[config.mk]
export PLATFORM = sky130hd
export DESIGN_NAME = noc_host_injector_flat
export DESIGN_NICKNAME = d
export VERILOG_FILES = /design/src/rtl/noc_host_injector_pkg.sv /design/src/rtl/noc_host_injector_if.sv /design/src/rtl/noc_sync_fifo.sv /design/src/rtl/noc_host_injector.sv /design/src/flat_wrapper.sv
export SDC_FILE = /design/constraint.sdc
export NUM_CORES = 1
export LEC_CHECK = 0
export CAP_MARGIN = 20
export CORE_MARGIN = 3
export CORE_UTILIZATION = 59
export CTS_CLUSTER_DIAMETER = 150
export DETAILED_ROUTE_END_ITERATION = 6
export GPL_ROUTABILITY_DRIVEN = 0
export PLACE_DENSITY = 0.84
export SLEW_MARGIN = 20
export SYNTH_ARGS = -nofsm -noshare
export SYNTH_HDL_FRONTEND = slang
export SYNTH_SLANG_ARGS = --single-unit
[constraint.sdc]
create_clock -name Clk -period 5.3 [get_ports Clk]
set_input_delay 0.795 -clock Clk [delete_from_list [all_inputs] [get_ports Clk]]
set_output_delay 0.795 -clock Clk [all_outputs]
set_load 0.02 [all_outputs]
[src/rtl/noc_host_injector_pkg.sv]
// noc_host_injector_pkg: shared NoC flit geometry, field offsets and host FSM states
package noc_host_injector_pkg;
  localparam int NUM_USER_RECV_PORTS = 4;
  localparam int FLIT_DATA_WIDTH = 17;
  localparam int DEST_BITS = $clog2(NUM_USER_RECV_PORTS);
  localparam int FLIT_W = 2 + FLIT_DATA_WIDTH + DEST_BITS + 2;
  localparam int DATA_W = FLIT_DATA_WIDTH - 1;
  localparam int BP_BIT = DATA_W;
  localparam int VC_LSB = DATA_W + 1;
  localparam int DEST_LSB = DATA_W + 3;
  localparam int TAIL_BIT = FLIT_W - 2;
  localparam int VALID_BIT = FLIT_W - 1;
  typedef enum logic [1:0] {IDLE, RUN, DRAIN, ERROR} state_t;
  function automatic logic [FLIT_W-1:0] make_flit(logic [DEST_BITS-1:0] dest, logic bp, logic [DATA_W-1:0] data);
    return {1'b1, 1'b1, dest, 2'b00, bp, data};
  endfunction
endpackage

[src/rtl/noc_host_injector_if.sv]
// noc_host_injector_if: load, flit and result handshakes of the host endpoint
interface noc_host_injector_if;
  import noc_host_injector_pkg::*;
  logic load_valid;
  logic load_backprop;
  logic [DATA_W-1:0] load_data;
  logic load_ready;
  logic send_flit;
  logic [FLIT_W-1:0] flit_out;
  logic credit_in;
  logic recv_flit;
  logic [FLIT_W-1:0] flit_in;
  logic result_valid;
  logic result_backprop;
  logic [DATA_W-1:0] result_data;
  modport master (
    input load_valid, load_backprop, load_data, credit_in, flit_in,
    output load_ready, send_flit, flit_out, recv_flit, result_valid, result_backprop, result_data
  );
  modport slave (
    output load_valid, load_backprop, load_data, credit_in, flit_in,
    input load_ready, send_flit, flit_out, recv_flit, result_valid, result_backprop, result_data
  );
endinterface

[src/rtl/noc_sync_fifo.sv]
// noc_sync_fifo: single-clock FIFO, power-of-2 depth, push ignored when full, pop ignored when empty
module noc_sync_fifo #(
  parameter int W = 8,
  parameter int DEPTH = 8
) (
  input  logic Clk,
  input  logic reset,
  input  logic push,
  input  logic pop,
  input  logic [W-1:0] din,
  output logic [W-1:0] dout,
  output logic full,
  output logic empty,
  output logic [$clog2(DEPTH):0] count
);
  localparam int AW = $clog2(DEPTH);
  logic [W-1:0] mem [DEPTH];
  logic [AW-1:0] wr_ptr, rd_ptr;
  logic do_push, do_pop;
  assign full = count == (AW+1)'(DEPTH);
  assign empty = count == '0;
  assign do_push = push && !full;
  assign do_pop = pop && !empty;
  assign dout = mem[rd_ptr];
  always_ff @(posedge Clk) if (do_push) mem[wr_ptr] <= din;
  always_ff @(posedge Clk) begin
    if (reset) begin
      wr_ptr <= '0;
      rd_ptr <= '0;
      count <= '0;
    end else begin
      wr_ptr <= wr_ptr + AW'(do_push);
      rd_ptr <= rd_ptr + AW'(do_pop);
      count <= count + (AW+1)'(do_push) - (AW+1)'(do_pop);
    end
  end
endmodule

[src/rtl/noc_host_injector.sv]
// noc_host_injector: host endpoint injecting buffered vectors into the layer chain and collecting returns
module noc_host_injector import noc_host_injector_pkg::*; #(
  parameter int DEPTH = 8,
  parameter int INIT_CREDITS = 2,
  parameter int MAX_OUTSTANDING = 1,
  parameter int TIMEOUT = 1024
) (
  input  logic Clk,
  input  logic reset,
  input  logic enable,
  input  logic [DEST_BITS-1:0] dest_first,
  input  logic [DEST_BITS-1:0] dest_last,
  noc_host_injector_if.master bus,
  output logic busy,
  output logic err_timeout,
  output logic err_spurious
);
  localparam int CW = $clog2(INIT_CREDITS + 1);
  localparam int OW = $clog2(MAX_OUTSTANDING + 1);
  localparam int TW = $clog2(TIMEOUT) + 1;
  localparam logic [CW:0] CRED_MAX = (CW+1)'(INIT_CREDITS);
  localparam logic [OW-1:0] OUT_MAX = OW'(MAX_OUTSTANDING);
  localparam logic [TW-1:0] TIMER_END = TW'(TIMEOUT - 1);
  state_t state, next_state;
  logic [CW-1:0] credits;
  logic [OW-1:0] outstanding;
  logic [TW-1:0] timer;
  logic [CW:0] cred_sum;
  logic [DATA_W:0] head;
  logic full, empty;
  logic [$clog2(DEPTH):0] count;
  logic inject, ret_valid, good_ret, timeout_hit;
  logic unused_flit_bits;
  noc_sync_fifo #(.W(DATA_W + 1), .DEPTH(DEPTH)) u_fifo (
    .Clk(Clk),
    .reset(reset),
    .push(bus.load_valid),
    .pop(inject),
    .din({bus.load_backprop, bus.load_data}),
    .dout(head),
    .full(full),
    .empty(empty),
    .count(count)
  );
  assign unused_flit_bits = ^bus.flit_in[TAIL_BIT:VC_LSB];
  assign bus.load_ready = !full;
  assign bus.recv_flit = state != ERROR;
  assign busy = count != '0 || outstanding != '0;
  assign inject = state == RUN && enable && !empty && credits != '0 && outstanding < OUT_MAX;
  assign ret_valid = bus.flit_in[VALID_BIT] && state != ERROR;
  assign good_ret = ret_valid && outstanding != '0;
  // a return arriving on the deadline cycle still rescues the packet
  assign timeout_hit = (state == RUN || state == DRAIN) && timer == TIMER_END && !good_ret;
  assign cred_sum = {1'b0, credits} + (CW+1)'(bus.credit_in) - (CW+1)'(inject);
  always_comb begin
    next_state = timeout_hit ? ERROR
      : state == IDLE  ? (enable ? RUN : IDLE)
      : state == RUN   ? (enable ? RUN : outstanding != '0 ? DRAIN : IDLE)
      : state == DRAIN ? (outstanding == '0 ? IDLE : enable ? RUN : DRAIN)
      : ERROR;
  end
  always_ff @(posedge Clk) begin
    if (reset) begin
      state <= IDLE;
      credits <= CW'(INIT_CREDITS);
      outstanding <= '0;
      timer <= '0;
      bus.send_flit <= 1'b0;
      bus.flit_out <= '0;
      bus.result_valid <= 1'b0;
      bus.result_backprop <= 1'b0;
      bus.result_data <= '0;
      err_timeout <= 1'b0;
      err_spurious <= 1'b0;
    end else begin
      state <= next_state;
      credits <= CW'(cred_sum > CRED_MAX ? CRED_MAX : cred_sum);
      outstanding <= outstanding + OW'(inject) - OW'(good_ret);
      timer <= (good_ret || outstanding == '0) ? '0 : timer + 1'b1;
      bus.send_flit <= inject;
      bus.flit_out <= inject ? make_flit(head[DATA_W] ? dest_last : dest_first, head[DATA_W], head[DATA_W-1:0]) : '0;
      bus.result_valid <= good_ret;
      if (good_ret) {bus.result_backprop, bus.result_data} <= bus.flit_in[DATA_W:0];
      err_timeout <= err_timeout || timeout_hit;
      err_spurious <= err_spurious || (ret_valid && !good_ret);
    end
  end
endmodule

[src/flat_wrapper.sv]
// flat-port wrapper written by rule: the top's interface ports become plain ports
module noc_host_injector_flat import noc_host_injector_pkg::*;
#(
  parameter int DEPTH = 8,
  parameter int INIT_CREDITS = 2,
  parameter int MAX_OUTSTANDING = 1,
  parameter int TIMEOUT = 1024
)
  (Clk, reset, enable, dest_first, dest_last, busy, err_timeout, err_spurious, bus_load_valid, bus_load_backprop, bus_load_data, bus_credit_in, bus_flit_in, bus_load_ready, bus_send_flit, bus_flit_out, bus_recv_flit, bus_result_valid, bus_result_backprop, bus_result_data);
  noc_host_injector_if bus_i ();
  input  logic Clk;
  input  logic reset;
  input  logic enable;
  input  logic [DEST_BITS-1:0] dest_first;
  input  logic [DEST_BITS-1:0] dest_last;
  output logic busy;
  output logic err_timeout;
  output logic err_spurious;
  input wire logic [$bits(bus_i.load_valid)-1:0] bus_load_valid;
  input wire logic [$bits(bus_i.load_backprop)-1:0] bus_load_backprop;
  input wire logic [$bits(bus_i.load_data)-1:0] bus_load_data;
  input wire logic [$bits(bus_i.credit_in)-1:0] bus_credit_in;
  input wire logic [$bits(bus_i.flit_in)-1:0] bus_flit_in;
  output wire logic [$bits(bus_i.load_ready)-1:0] bus_load_ready;
  output wire logic [$bits(bus_i.send_flit)-1:0] bus_send_flit;
  output wire logic [$bits(bus_i.flit_out)-1:0] bus_flit_out;
  output wire logic [$bits(bus_i.recv_flit)-1:0] bus_recv_flit;
  output wire logic [$bits(bus_i.result_valid)-1:0] bus_result_valid;
  output wire logic [$bits(bus_i.result_backprop)-1:0] bus_result_backprop;
  output wire logic [$bits(bus_i.result_data)-1:0] bus_result_data;
  assign bus_i.load_valid = bus_load_valid;
  assign bus_i.load_backprop = bus_load_backprop;
  assign bus_i.load_data = bus_load_data;
  assign bus_i.credit_in = bus_credit_in;
  assign bus_i.flit_in = bus_flit_in;
  assign bus_load_ready = bus_i.load_ready;
  assign bus_send_flit = bus_i.send_flit;
  assign bus_flit_out = bus_i.flit_out;
  assign bus_recv_flit = bus_i.recv_flit;
  assign bus_result_valid = bus_i.result_valid;
  assign bus_result_backprop = bus_i.result_backprop;
  assign bus_result_data = bus_i.result_data;
  noc_host_injector #(.DEPTH(DEPTH), .INIT_CREDITS(INIT_CREDITS), .MAX_OUTSTANDING(MAX_OUTSTANDING), .TIMEOUT(TIMEOUT)) u_core (.Clk(Clk), .reset(reset), .enable(enable), .dest_first(dest_first), .dest_last(dest_last), .bus(bus_i), .busy(busy), .err_timeout(err_timeout), .err_spurious(err_spurious));
endmodule
==> impl_metrics.yaml <==
clocking:
  htree_levels: 1
  clock_path_buffers: 3
  worst_setup_hold_path_clk_slew_ns: 0.06
  cts-hold-fix-buffers: 0
  cts.repair.resized: 0
  cts_setup_buffers: 0
  root_buffer: "clkbuf_16"
  insertion_delay_ns: 0.47
  cts_made_buffers: 20
  cts_tree: "yes"
  cts.sinks: 202
synth:
  ys_ff_latch: 202
  syn-cell-area_um2: 7610
  synth.distinct_cells: 35
  synth.area.top_cells: "edfxtp_1 (54%), dfxtp_1 (17%), mux4_2 (10%)"
  synth_top_area_frac: 0.537
  ys.flop_type: "edfxtp_1"
  yosys_warnings: 0
  synth_area_leader_cell: "edfxtp_1"
  syn_avg_cell_area_um2: 16.0
  postSynthCellCount: 474
  ys_seq_area_frac: 0.711
  synth_edf_count: 136
  postSynth.asyncResetShare: 0
cells_and_area:
  n_fill_cell: 743
  area_growth_syn_to_layout_pct: 22.4
  multiInputGateArea_um2: 2050
  num_antenna_cells: 0
  layout-drive-gt1-share: 0.137
  regArea_um2: 5410
  finish.utilization: 0.756
  fin_nets: 640
critical_path:
  endpoint_kind: "flip-flop"
  cp.required_ns: 5.65
  worstSetupPathType: "primary input to flip-flop"
  r2r_setup_slack_ns: 2.79
  crit_path_start_kind: "primary input"
  r2r_cells: 11
  worstPathArrival_ns: 3.04
  r2r-start: "u_core.state[1]$_SDFF_PP0_"
  cp_max_fo: 3
  r2r_end: "u_core.u_fifo.count[3]$_SDFF_PP0_"
timing:
  slew_violations: 0
  finalClockSkew_ns: 0.00795
  fin_crit_sh: 0.507
  setup-violations-final: 0
  finalHoldViolCount: 0
  fin_crit_ns: 2.69
  tns_ns: 0
  fmax_mhz: 372
  slew_headroom: 0.321
  rsz0062_at_grt: "no"
  tightest_slew_ns: 1.02
detailed_routing:
  drt_iter0_drc: 289
  vias_per_cell: 5.64
  ant_nets: 0
  vias: 4255
  wl_per_cell_um: 19.7
  totalWireLength_mm: 14.8
  route.detailed.drc: 0
  firstDrtPassIters: 4
floorplanning:
  ioPinCount: 96
  die_area_um2: 14300
  core_area_um2: 12300
  start_util: 0.618
  rows: 40
  chipWidth_um: 120
  die_y_um: 120
worst_hold_path:
  min_path_cells: 2
  holdPathEnd: "u_core.bus.result_data[4]$_SDFFE_PP0P_"
  hp-class: "flip-flop to flip-flop"
  min_from: "u_core.bus.result_data[4]$_SDFFE_PP0P_"
placement:
  io_buffers: 88
  dp_hpwl_mm: 8.88
pwr:
  leakage_uw: 0.00312
  p_seq_frac: 0.499
  p_int_uw: 2820
  combPwrFrac: 0.147
  vdd_drop_max_v: 0.000273
  power_density_nw_per_um2: 396
  pwr-share-clk: 0.354
  power.switching_uw: 868
  switching_share: 0.236
run_status:
  status: "finished clean"
global_route:
  grt_use_met1: 0.272
  grt_max_degree: 35
  grt_first_pass_wirelength_mm: 23.7
  grt_use_met2: 0.356
  grt.busiest_layer: "met2"
  grt_pass1_vias: 4523
  grt_use_met3: 0.0547
  grt_overflow_total: 0
  antenna_found_initial: 0
  grt_use_total: 0.213
run:
  cap_violations: 0
[power groups by stage]
stage,sequential [µW],clock (µW),combinational (µW)
6_report,1840,1300,542
2_1_floorplan,1870,0,346
5_1_grt,1850,1380,603
3_3_place_gp,1860,0,513
3_5_place_dp,1870,0,538
4_1_cts,1840,1320,551
[logic make-up (layout without fill, tap and decap cells)]
family | after synthesis | after routing | synth area share
flops | 202 | 202 | 0.711
simple gates | 115 | 115 | 0.0679
mux | 53 | 53 | 0.127
buf+inv | 42 | 153 | 0.0240
compound gates | 28 | 28 | 0.0202
fa+ha+maj | 19 | 19 | 0.0332
xor+xnor | 14 | 14 | 0.0161
other cells | 1 | 2 | 0.000493
[Yosys cell counts (all sizes together), types with 3 or more instances]
cell type,instances
clkbuf,9
mux4,34
nand2,40
nand2b,6
a21oi,20
nor3,3
nor2,45
inv,19
xnor2,6
dfxtp,66
ha,17
nand3,6
mux2i,19
nor2b,5
buf,14
edfxtp,136
xor2,8
[layout make-up]
| cell class | count | area share |
|---|---|---|
| multi-input cells | 231 | 0.220 |
| inverters | 19 | 0.00766 |
| clock inverters | 6 | 0.00296 |
| clock buffers | 30 | 0.0633 |
| well taps | 168 | 0.0226 |
| flip-flops and latches | 202 | 0.581 |
| repair buffers | 98 | 0.103 |
[cells in the final DEF (no fill, tap or decap), types with 3 or more instances in the layout]
| master | instances |
|---|---|
| buf_4 | 10 |
| edfxtp_1 | 136 |
| a21oi_1 | 20 |
| nand3_1 | 6 |
| clkinv_2 | 4 |
| nand2_1 | 40 |
| xnor2_1 | 6 |
| clkbuf_1 | 6 |
| mux2i_1 | 18 |
| xor2_1 | 8 |
| inv_1 | 19 |
| nor2b_1 | 5 |
| clkbuf_16 | 21 |
| dfxtp_1 | 65 |
| nor2_1 | 44 |
| clkbuf_8 | 3 |
| mux4_2 | 34 |
| ha_1 | 17 |
| nand2b_1 | 5 |
| clkdlybuf4s50_1 | 88 |
[registers in the layout, indices dropped and copies added (netlist names), 3 cells and up]
name,cells
u_core.bus.flit_out,20
u_core.u_fifo.count,4
u_core.timer,11
u_core.bus.result_data,16
u_core.u_fifo.rd_ptr,3
u_core.u_fifo.wr_ptr,3
u_core.u_fifo.mem,136
[how the worst max path moves through the flow]
stage | start | endpoint | cells past startpoint
floorplan | bus_load_valid | u_core.u_fifo.mem[0][0]$_DFFE_PP_ | 2
global placement | enable | u_core.u_fifo.count[3]$_SDFF_PP0_ | 10
detailed placement | enable | u_core.u_fifo.count[3]$_SDFF_PP0_ | 10
CTS | enable | u_core.u_fifo.count[3]$_SDFF_PP0_ | 10
global route | enable | u_core.u_fifo.count[3]$_SDFF_PP0_ | 10
finish | enable | u_core.u_fifo.count[3]$_SDFF_PP0_ | 10
[metal layers]
| layer | vias up | part of all wire |
|---|---|---|
| li1 | 1937 | - |
| met1 | 2134 | 0.40 |
| met2 | 148 | 0.51 |
| met3 | 36 | 0.065 |
| met4 | 0 | 0.028 |
| met5 | - | 0 |
[critical path, stage by stage]
cell and delay (ns):
clkdlybuf4s50_1 0.50, nand2b_1 0.09, a211oi_1 0.45, ha_1 0.29, inv_1 0.06, ha_1 0.27, a21o_1 0.18, a21oi_1 0.18
xnor2_1 0.15, nor2_1 0.06
[through the flow]
stage | total power, µW | instances | instance area [µm²] | hold WS, ns | setup slack, ns
final | 3690 | 754 | 9310 | 0.457 | 2.61
after CTS | 3710 | 754 | 9310 | 0.454 | 2.64
after global placement | 2370 | 718 | 8690 | 0.436 | 2.25
after floorplan | 2220 | 475 | 7610 | 0.426 | 2.75
after global routing | 3830 | 754 | 9310 | 0.478 | 2.43
after detailed placement | 2410 | 718 | 8690 | 0.445 | 2.17
Note: power is estimated with default switching activity, not from simulation.
